$ cat src/rtl/hazard_ctrl.sv
`default_nettype none
// ============================================================================
//  Module      : hazard_ctrl
//  Description : Pipeline hazard controller for the 5-stage RISC-V core.
//                Produces stall/flush controls for the IF/ID, ID/EX and
//                EX/MEM pipeline registers, EX-stage forwarding selects,
//                sequencing of multi-cycle mul/div operations held in EX,
//                instruction-memory wait-state handling, and stall/flush
//                event counters for performance debug.
//  Revision    : 1.0  initial release
// ============================================================================
module hazard_ctrl #(
  parameter int MULDIV_LAT = 4,   // cycles a mul/div occupies EX, 2..15
  parameter int CNT_W      = 32   // performance counter width
) (
  input  logic             clk,
  input  logic             reset,        // asynchronous, active-low

  // ID-stage sources
  input  logic [4:0]       Rs1D,
  input  logic [4:0]       Rs2D,

  // EX-stage instruction
  input  logic [4:0]       Rs1E,
  input  logic [4:0]       Rs2E,
  input  logic [4:0]       RdE,
  input  logic             ResultSrcE0,
  input  logic             MulDivE,
  input  logic             PCSrcE,

  // MEM / WB writers
  input  logic [4:0]       RdM,
  input  logic             RegWriteM,
  input  logic [4:0]       RdW,
  input  logic             RegWriteW,

  // Instruction memory handshake
  input  logic             IMemReady,

  // Pipeline controls
  output logic             StallF,
  output logic             StallD,
  output logic             StallE,
  output logic             FlushD,
  output logic             FlushE,
  output logic             FlushM,
  output logic [1:0]       ForwardAE,
  output logic [1:0]       ForwardBE,

  // Performance counters
  output logic [CNT_W-1:0] StallCount,
  output logic [CNT_W-1:0] FlushCount
);

  // --------------------------------------------------------------------------
  // Constants
  // --------------------------------------------------------------------------
  // The first stall cycle is spent in IDLE, so BUSY only has to cover
  // MULDIV_LAT-2 further cycles before DONE releases the instruction.
  localparam logic [3:0] C_BUSY_LOAD = 4'(MULDIV_LAT - 2);
  // With a two-cycle latency there is no BUSY phase at all.
  localparam bit         C_SKIP_BUSY = (MULDIV_LAT <= 2);

  localparam logic [1:0] C_FWD_RF  = 2'b00;
  localparam logic [1:0] C_FWD_WB  = 2'b01;
  localparam logic [1:0] C_FWD_MEM = 2'b10;

  // --------------------------------------------------------------------------
  // Mul/div sequencer state
  // --------------------------------------------------------------------------
  typedef enum logic [1:0] {
    ST_IDLE = 2'd0,
    ST_BUSY = 2'd1,
    ST_DONE = 2'd2
  } md_state_t;

  md_state_t  md_state_q, md_state_d;
  logic [3:0] md_cnt_q,   md_cnt_d;
  logic       md_stall;

  // Counters
  logic [CNT_W-1:0] stall_cnt_q, stall_cnt_d;
  logic [CNT_W-1:0] flush_cnt_q, flush_cnt_d;

  // Raw (pre-reset-gating) hazard terms
  logic       lw_stall;
  logic       im_wait;
  logic       stall_f_raw;
  logic       stall_d_raw;
  logic       flush_d_raw;
  logic       flush_e_raw;
  logic       branch_accept;
  logic [1:0] fwd_a_raw;
  logic [1:0] fwd_b_raw;

  // --------------------------------------------------------------------------
  // Forwarding select: the younger MEM result has priority over WB, and x0
  // is never forwarded since it always reads as zero.
  // --------------------------------------------------------------------------
  function automatic logic [1:0] fwd_select(input logic [4:0] rs,
                                            input logic       wr_m,
                                            input logic [4:0] rd_m,
                                            input logic       wr_w,
                                            input logic [4:0] rd_w);
    logic [1:0] sel;
    sel = C_FWD_RF;
    if (wr_m && (rd_m != 5'd0) && (rd_m == rs)) begin
      sel = C_FWD_MEM;
    end else if (wr_w && (rd_w != 5'd0) && (rd_w == rs)) begin
      sel = C_FWD_WB;
    end
    return sel;
  endfunction

  // Operand forwarding selects for both EX sources
  always_comb begin
    fwd_a_raw = fwd_select(Rs1E, RegWriteM, RdM, RegWriteW, RdW);
    fwd_b_raw = fwd_select(Rs2E, RegWriteM, RdM, RegWriteW, RdW);
  end

  // --------------------------------------------------------------------------
  // Mul/div sequencing: stall while the unit is working, release in DONE.
  // DONE always returns to IDLE so a back-to-back mul/div restarts cleanly.
  // --------------------------------------------------------------------------
  always_comb begin
    md_state_d = md_state_q;
    md_cnt_d   = md_cnt_q;
    md_stall   = 1'b0;
    case (md_state_q)
      ST_IDLE: begin
        if (MulDivE) begin
          md_stall = 1'b1;
          if (C_SKIP_BUSY) begin
            md_state_d = ST_DONE;
          end else begin
            md_state_d = ST_BUSY;
            md_cnt_d   = C_BUSY_LOAD;
          end
        end
      end
      ST_BUSY: begin
        md_stall = 1'b1;
        md_cnt_d = md_cnt_q - 4'd1;
        if (md_cnt_q == 4'd1) begin
          md_state_d = ST_DONE;
        end
      end
      ST_DONE: begin
        md_state_d = ST_IDLE;
      end
      default: begin
        md_state_d = ST_IDLE;
      end
    endcase
  end

  // Mul/div sequencer registers; reset aborts any sequence in flight
  always_ff @(posedge clk or negedge reset) begin
    if (!reset) begin
      md_state_q <= ST_IDLE;
      md_cnt_q   <= 4'd0;
    end else begin
      md_state_q <= md_state_d;
      md_cnt_q   <= md_cnt_d;
    end
  end

  // --------------------------------------------------------------------------
  // Hazard equations. A mul/div stall dominates everything: the whole front
  // end holds and a bubble goes into MEM. A taken branch beats an imem wait
  // so the redirect loads and the pending fetch is dropped. A load-use stall
  // holds ID instead of letting an imem bubble overwrite it.
  // --------------------------------------------------------------------------
  always_comb begin
    lw_stall      = ResultSrcE0 && (RdE != 5'd0) &&
                    ((RdE == Rs1D) || (RdE == Rs2D));
    im_wait       = ~IMemReady;
    stall_d_raw   = md_stall | lw_stall;
    stall_f_raw   = md_stall | lw_stall | (im_wait & ~PCSrcE);
    flush_e_raw   = (lw_stall | PCSrcE) & ~md_stall;
    flush_d_raw   = (PCSrcE | (im_wait & ~stall_d_raw)) & ~md_stall;
    branch_accept = PCSrcE & ~md_stall;
  end

  // Drive outputs; everything is held at zero while reset is asserted
  always_comb begin
    StallF    = 1'b0;
    StallD    = 1'b0;
    StallE    = 1'b0;
    FlushD    = 1'b0;
    FlushE    = 1'b0;
    FlushM    = 1'b0;
    ForwardAE = C_FWD_RF;
    ForwardBE = C_FWD_RF;
    if (reset) begin
      StallF    = stall_f_raw;
      StallD    = stall_d_raw;
      StallE    = md_stall;
      FlushD    = flush_d_raw;
      FlushE    = flush_e_raw;
      FlushM    = md_stall;
      ForwardAE = fwd_a_raw;
      ForwardBE = fwd_b_raw;
    end
  end

  // --------------------------------------------------------------------------
  // Performance counters, free-running modulo 2^CNT_W
  // --------------------------------------------------------------------------
  // Next-count: stall cycles seen at the PC, and branches actually taken
  always_comb begin
    stall_cnt_d = stall_cnt_q;
    flush_cnt_d = flush_cnt_q;
    if (stall_f_raw) begin
      stall_cnt_d = stall_cnt_q + CNT_W'(1);
    end
    if (branch_accept) begin
      flush_cnt_d = flush_cnt_q + CNT_W'(1);
    end
  end

  // Counter registers
  always_ff @(posedge clk or negedge reset) begin
    if (!reset) begin
      stall_cnt_q <= '0;
      flush_cnt_q <= '0;
    end else begin
      stall_cnt_q <= stall_cnt_d;
      flush_cnt_q <= flush_cnt_d;
    end
  end

  assign StallCount = stall_cnt_q;
  assign FlushCount = flush_cnt_q;

endmodule
`default_nettype wire

$ cat config.mk
export PLATFORM = sky130hd
export DESIGN_NAME = hazard_ctrl
export DESIGN_NICKNAME = d
export VERILOG_FILES = /design/src/rtl/hazard_ctrl.sv
export SDC_FILE = /design/constraint.sdc
export NUM_CORES = 1
export LEC_CHECK = 0
export BUFFER_PORTS_ARGS = -buffer_cell sky130_fd_sc_hd__buf_2
export CAP_MARGIN = 30
export CORE_MARGIN = 4
export CORE_UTILIZATION = 51
export DETAILED_ROUTE_END_ITERATION = 8
export HOLD_SLACK_MARGIN = 0.03
export PLACE_DENSITY = 0.82
export SLEW_MARGIN = 20
export SYNTH_ARGS = -nofsm -noshare
export SYNTH_HDL_FRONTEND = slang
export SYNTH_SLANG_ARGS = --single-unit
$ cat constraint.sdc
create_clock -name clk -period 2.2 [get_ports clk]
set_input_delay 0.22 -clock clk [delete_from_list [all_inputs] [get_ports clk]]
set_output_delay 0.22 -clock clk [all_outputs]
set_load 0.01 [all_outputs]
# == Word-level counts from Yosys, hierarchy flattened ==
# Index checks and enable logic that the tools add are counted.
# classes
addsub,3
n_eq_ne,10
mux,18
n_bitwise,13
reduce_logical,16
# op_table
cell,n
"adder 32 x 1 -> 32 bit, second input constant",2
== test 5 bit,6
nonzero test 5 bit,3
two-way mux 2 bit,6
logical AND 1 bit,8
two-way mux 1 bit,8
case mux 4 bit (2 select lines),1
bitwise AND 1 bit,5
"== test 4 x 1 -> 1 bit, second input constant",1
two-way mux 4 bit,1
"inequality test 2 bit, second input constant",2
inverter 1 bit,4
bitwise OR 1 bit,4
case mux 2 bit (2 select lines),1
AND reduction 2 bit,2
"subtractor 4 x 1 -> 4 bit, second input constant",1
"== test 2 x 1 -> 1 bit, second input constant",1
zero test 2 bit,1
case mux 1 bit (2 select lines),1
nonzero test 2 bit,1
logical OR 1 bit,1
# word_totals
reg_bits,70
inputBits,43
output_inout_bits,74
elab_cells,64

# == Longest topological paths before layout ==
# depth
word_depth,9
depth_mapped,7
depth_no_buf,6

# == Worst setup path before layout ==
# No wires, ideal clock.
# synth_timing
kind,register to register
startpoint,"register flush_cnt_q[3], in the netlist FlushCount[3]"
endpoint,"register flush_cnt_q[20], in the netlist FlushCount[20]"
setup_ns,0.126
arrival_time_ns,1.752
t_required_ns,2.074
slack_ns,0.321
stages_incl_launch_ff,7
n_path_buf,0
synth_period_minus_slack_ns,1.879
path_cell_list,dfrtp_1 -> and4_4 -> nand4_4 -> or4_4 -> nor2_4 -> nand3_2 -> xnor2_1
# synth_between
elab_chain_len,1
# synth_rtl
element,line_no,text
start: declaration,83,"logic [CNT_W-1:0] flush_cnt_q, flush_cnt_d;"
start signal: assignment,229,flush_cnt_q <= flush_cnt_d;
adder 32 x 1 -> 32 bit,218,flush_cnt_d = flush_cnt_q + CNT_W'(1);
# Every way passes these cells.
# A chain may end at the register's enable or synchronous reset.

# == Final worst setup path ==
# layout_timing
startpoint,input reset
endpoint,output ForwardAE[0]
# layout_between
elab_chain_len,1
# layout_rtl
element,line_no,text
start: declaration,17,"input logic reset,"
two-way mux 2 bit,195,if (reset) begin
end: declaration,47,"output logic [1:0] ForwardAE,"
# Every way passes these cells.

==> impl_metrics.csv <==
group,metric,value,unit
yosys,async_flop_share,100,%
power_and_ir_drop,power.internal,0.00240,W
grt,grt.overflow.total,0,
worst_setup_path,crit_start,"reset",
final_layout,nets,514,
final_layout,syn_to_final_growth,25.3,%
outcome,status,"completed",
worst_setup_path,r2r_cells,6,
yosys,synth-seq-area-share,48.2,%
sta,timing.fmax,485,MHz
final_layout,layout_common_cells,"buf_2 (115), dfrtp_1 (70), xnor2_1 (58), xor2_1 (34), nand3_1 (30)",
floorplan,die_area,8550,sq um
worst_setup_path,worst_setup_path_end_kind,"output port",
sta,period_share,93.7,%
yosys,syn-num-nets,388,
sta,setup_viol,0,
placement,dpl.cell_count,551,
sta,finClkSkew,0.0143,ns
worst_setup_path,required,1.98,ns
grt,grt_use_met1,27.5,%
grt,grt-busiest-layer,"met2",
grt,met3_usage,5.77,%
power_and_ir_drop,swShare,32.7,%
worst_hold_path,hold_path_end,"FlushCount[2]",
clock_tree,htreeDepth,3,
floorplan,initial_core_util,53.0,%
floorplan,fp.dieW,92.5,um
power_and_ir_drop,power_density,782,nW/um^2
route,routed_wl,8.51,mm
final_layout,fin_cells,568,
yosys,yosys-top-cells-area,"dfrtp_1 (48%), xnor2_1 (14%), xor2_1 (8.2%)",
route,vias,2985,
worst_hold_path,hp-start,"PCSrcE",
worst_setup_path,crit_fanout,3,
run,maxCapViolations,0,
route,drtPass1Iterations,4,
clock_tree,clockRootBuffer,"clkbuf_8",
grt,grt_max_degree,42,
grt,grt_use_total,21.1,%
grt,grt_pass1_vias,3079,
grt,use_met2,33.8,%
yosys,yosys_most_used_dff,"dfrtp_1",
worst_setup_path,startpoint_type,"primary input",
clock_tree,cts_setup_buffers,0,
final_layout,layout-drive-gt1-share,31.6,%
sta,finalCriticalPeriod,2.06,ns
route,vias_per_cell,5.26,
placement,dpl.hpwl,6.49,mm
clock_tree,clock-sinks,70,
final_layout,layout_commonest_cell,"buf_2",
yosys,yosysWarnings,0,
yosys,synth-edff-count,0,
clock_tree,cts_tree,"built",
worst_setup_path,r2r_end,"StallCount[31]",
route,ant_nets,0,
sta,relSlewSlack,63.7,%
clock_tree,insertion_delay,0.35,ns
clock_tree,clk_pin_slew,0.07,ns
floorplan,coreArea,6870,sq um
power_and_ir_drop,switchingPower,0.00117,W
route,drt_iter0_drc,133,
final_layout,n_antenna_cell,0,
power_and_ir_drop,total_power,0.00357,W
power_and_ir_drop,clkPwrFrac,28.6,%
sta,finalSetupTns,0,ns
floorplan,pin_count,117,
sta,finalHoldViolations,0,
power_and_ir_drop,pwr-share-seq,45.9,%
sta,tightest_slew,0.545,ns
grt,grt_antenna_before_repair,0,
sta,rsz0062_at_grt,"no",
yosys,netlist_instances,341,
floorplan,row_count,30,
route,wire_per_inst,15.0,um
yosys,yosys.area.top_type,"dfrtp_1",
route,drc,0,
worst_setup_path,rrSetupSlack,0.27,ns
power_and_ir_drop,combPwrFrac,25.4,%
power_and_ir_drop,vdd_drop_max,0.000676,V
placement,gp_congestion,0.854,
floorplan,die_h,92.5,um
grt,grt_pass1_wl,14.5,mm
sta,finalMaxSlewViolations,0,
worst_hold_path,min_path_type,"in -> reg",
worst_setup_path,r2r-start,"StallCount[5]",
yosys,syn-cell-area,3640,sq um
worst_hold_path,whs_path_depth,3,
yosys,ys_types,43,
worst_setup_path,criticalPathCategory,"in -> out",
yosys,synth_top_area_share,48.2,%
yosys,syn_avg_cell_area,10.7,sq um
yosys,ys_ff_latch,70,
power_and_ir_drop,p_leak,2.29,nW
clock_tree,clk_path_buf_depth,2,
clock_tree,numCtsBuffers,9,
worst_setup_path,cp.arrival,1.84,ns
placement,io_buffers,116,
-- registers in the layout, indices dropped and copies added (netlist names) --
signal	cells
FlushCount	32
md_cnt_q	4
StallCount	32
md_state_q	2
-- critical path, cell delays in order --
cell and delay [ns]:
dlygate4sd3_1 0.52, buf_4 0.12, o211ai_1 0.10, or4_1 0.54
nor4_1 0.16, buf_2 0.17
-- stage by stage --
step,instance area (sq um),utilization (%),hold WS [ns],worst slack (ns)
after CTS,4550,66.3,0.252,0.0991
after global placement,4350,63.3,0.308,0.353
final,4560,66.4,0.267,0.139
after floorplan,3640,-,-0.0756,0.321
after global routing,4560,66.4,0.282,0.0367
after detailed placement,4350,63.3,0.318,0.279
-- logic make-up after synthesis --
family                   Yosys count  share of synthesized area, %
AND/OR/NAND/NOR                  138                          21.8
adder cells (fa/ha/maj)            4                          1.38
flip-flops                        70                          48.2
AO/OA/AOI/OAI                     18                          3.72
multiplexers                       3                         0.929
XOR/XNOR                          92                          22.2
buffers and inverters             16                          1.89
-- worst max path at each step --
stage | depth (start not counted) | to
3_3_place_gp | 6 | ForwardBE[0]
4_1_cts | 6 | ForwardBE[0]
5_1_grt | 6 | ForwardBE[0]
2_1_floorplan | 6 | FlushCount[20]
6_report | 6 | ForwardAE[0]
3_5_place_dp | 6 | StallCount[31]
-- routing by layer --
metal,vias to the layer above,wire (um)
li1,1442,-
met1,1418,3680
met2,111,4060
met3,14,613
met4,0,150
met5,-,0
-- synthesized netlist by cell type (2+ instances only) --
library cell   n
or4_1          5
xnor2_1       58
mux2_2         3
o211ai_1       2
a22o_1         2
nor2_1        21
buf_2          3
nand2_1       19
nand3_1       30
o21ai_0        3
nor4_1         4
xor2_1        34
nor3_1         6
and4_1         5
clkbuf_1       4
nand3_2        2
dfrtp_1       70
nand4_1       19
inv_1          7
ha_1           4
and2_1         7
o211a_1        2
and3_1        11
-- power groups by stage --
| stage | clock network (W) | logic, W | registers [W] |
|---|---|---|---|
| 2_1_floorplan | 0 | 0.000515 | 0.00167 |
| 3_3_place_gp | 0 | 0.000877 | 0.00164 |
| 3_5_place_dp | 0 | 0.000916 | 0.00166 |
| 4_1_cts | 0.00104 | 0.000921 | 0.00164 |
| 5_1_grt | 0.00112 | 0.00101 | 0.00167 |
| 6_report | 0.00102 | 0.000907 | 0.00164 |
-- layout make-up --
class,count,area (sq um)
Clock inverter,5,60.1
Fill cell,571,2310
Sequential cell,70,1750
Multi-Input combinational cell,255,1820
Tap cell,96,120
Clock buffer,11,131
Timing Repair Buffer,124,646
Inverter,7,26.3
-- timing repair --
| item | 4_1_cts | 5_1_grt |
|---|---|---|
| endpoints found under the setup margin | 0 | 1 |
| endpoints found under the hold margin | 70 | 0 |
| resized for setup | 0 | 1 |
| hold buffers | 1 | 0 |
No activity file was read; power rests on OpenSTA's default activity.
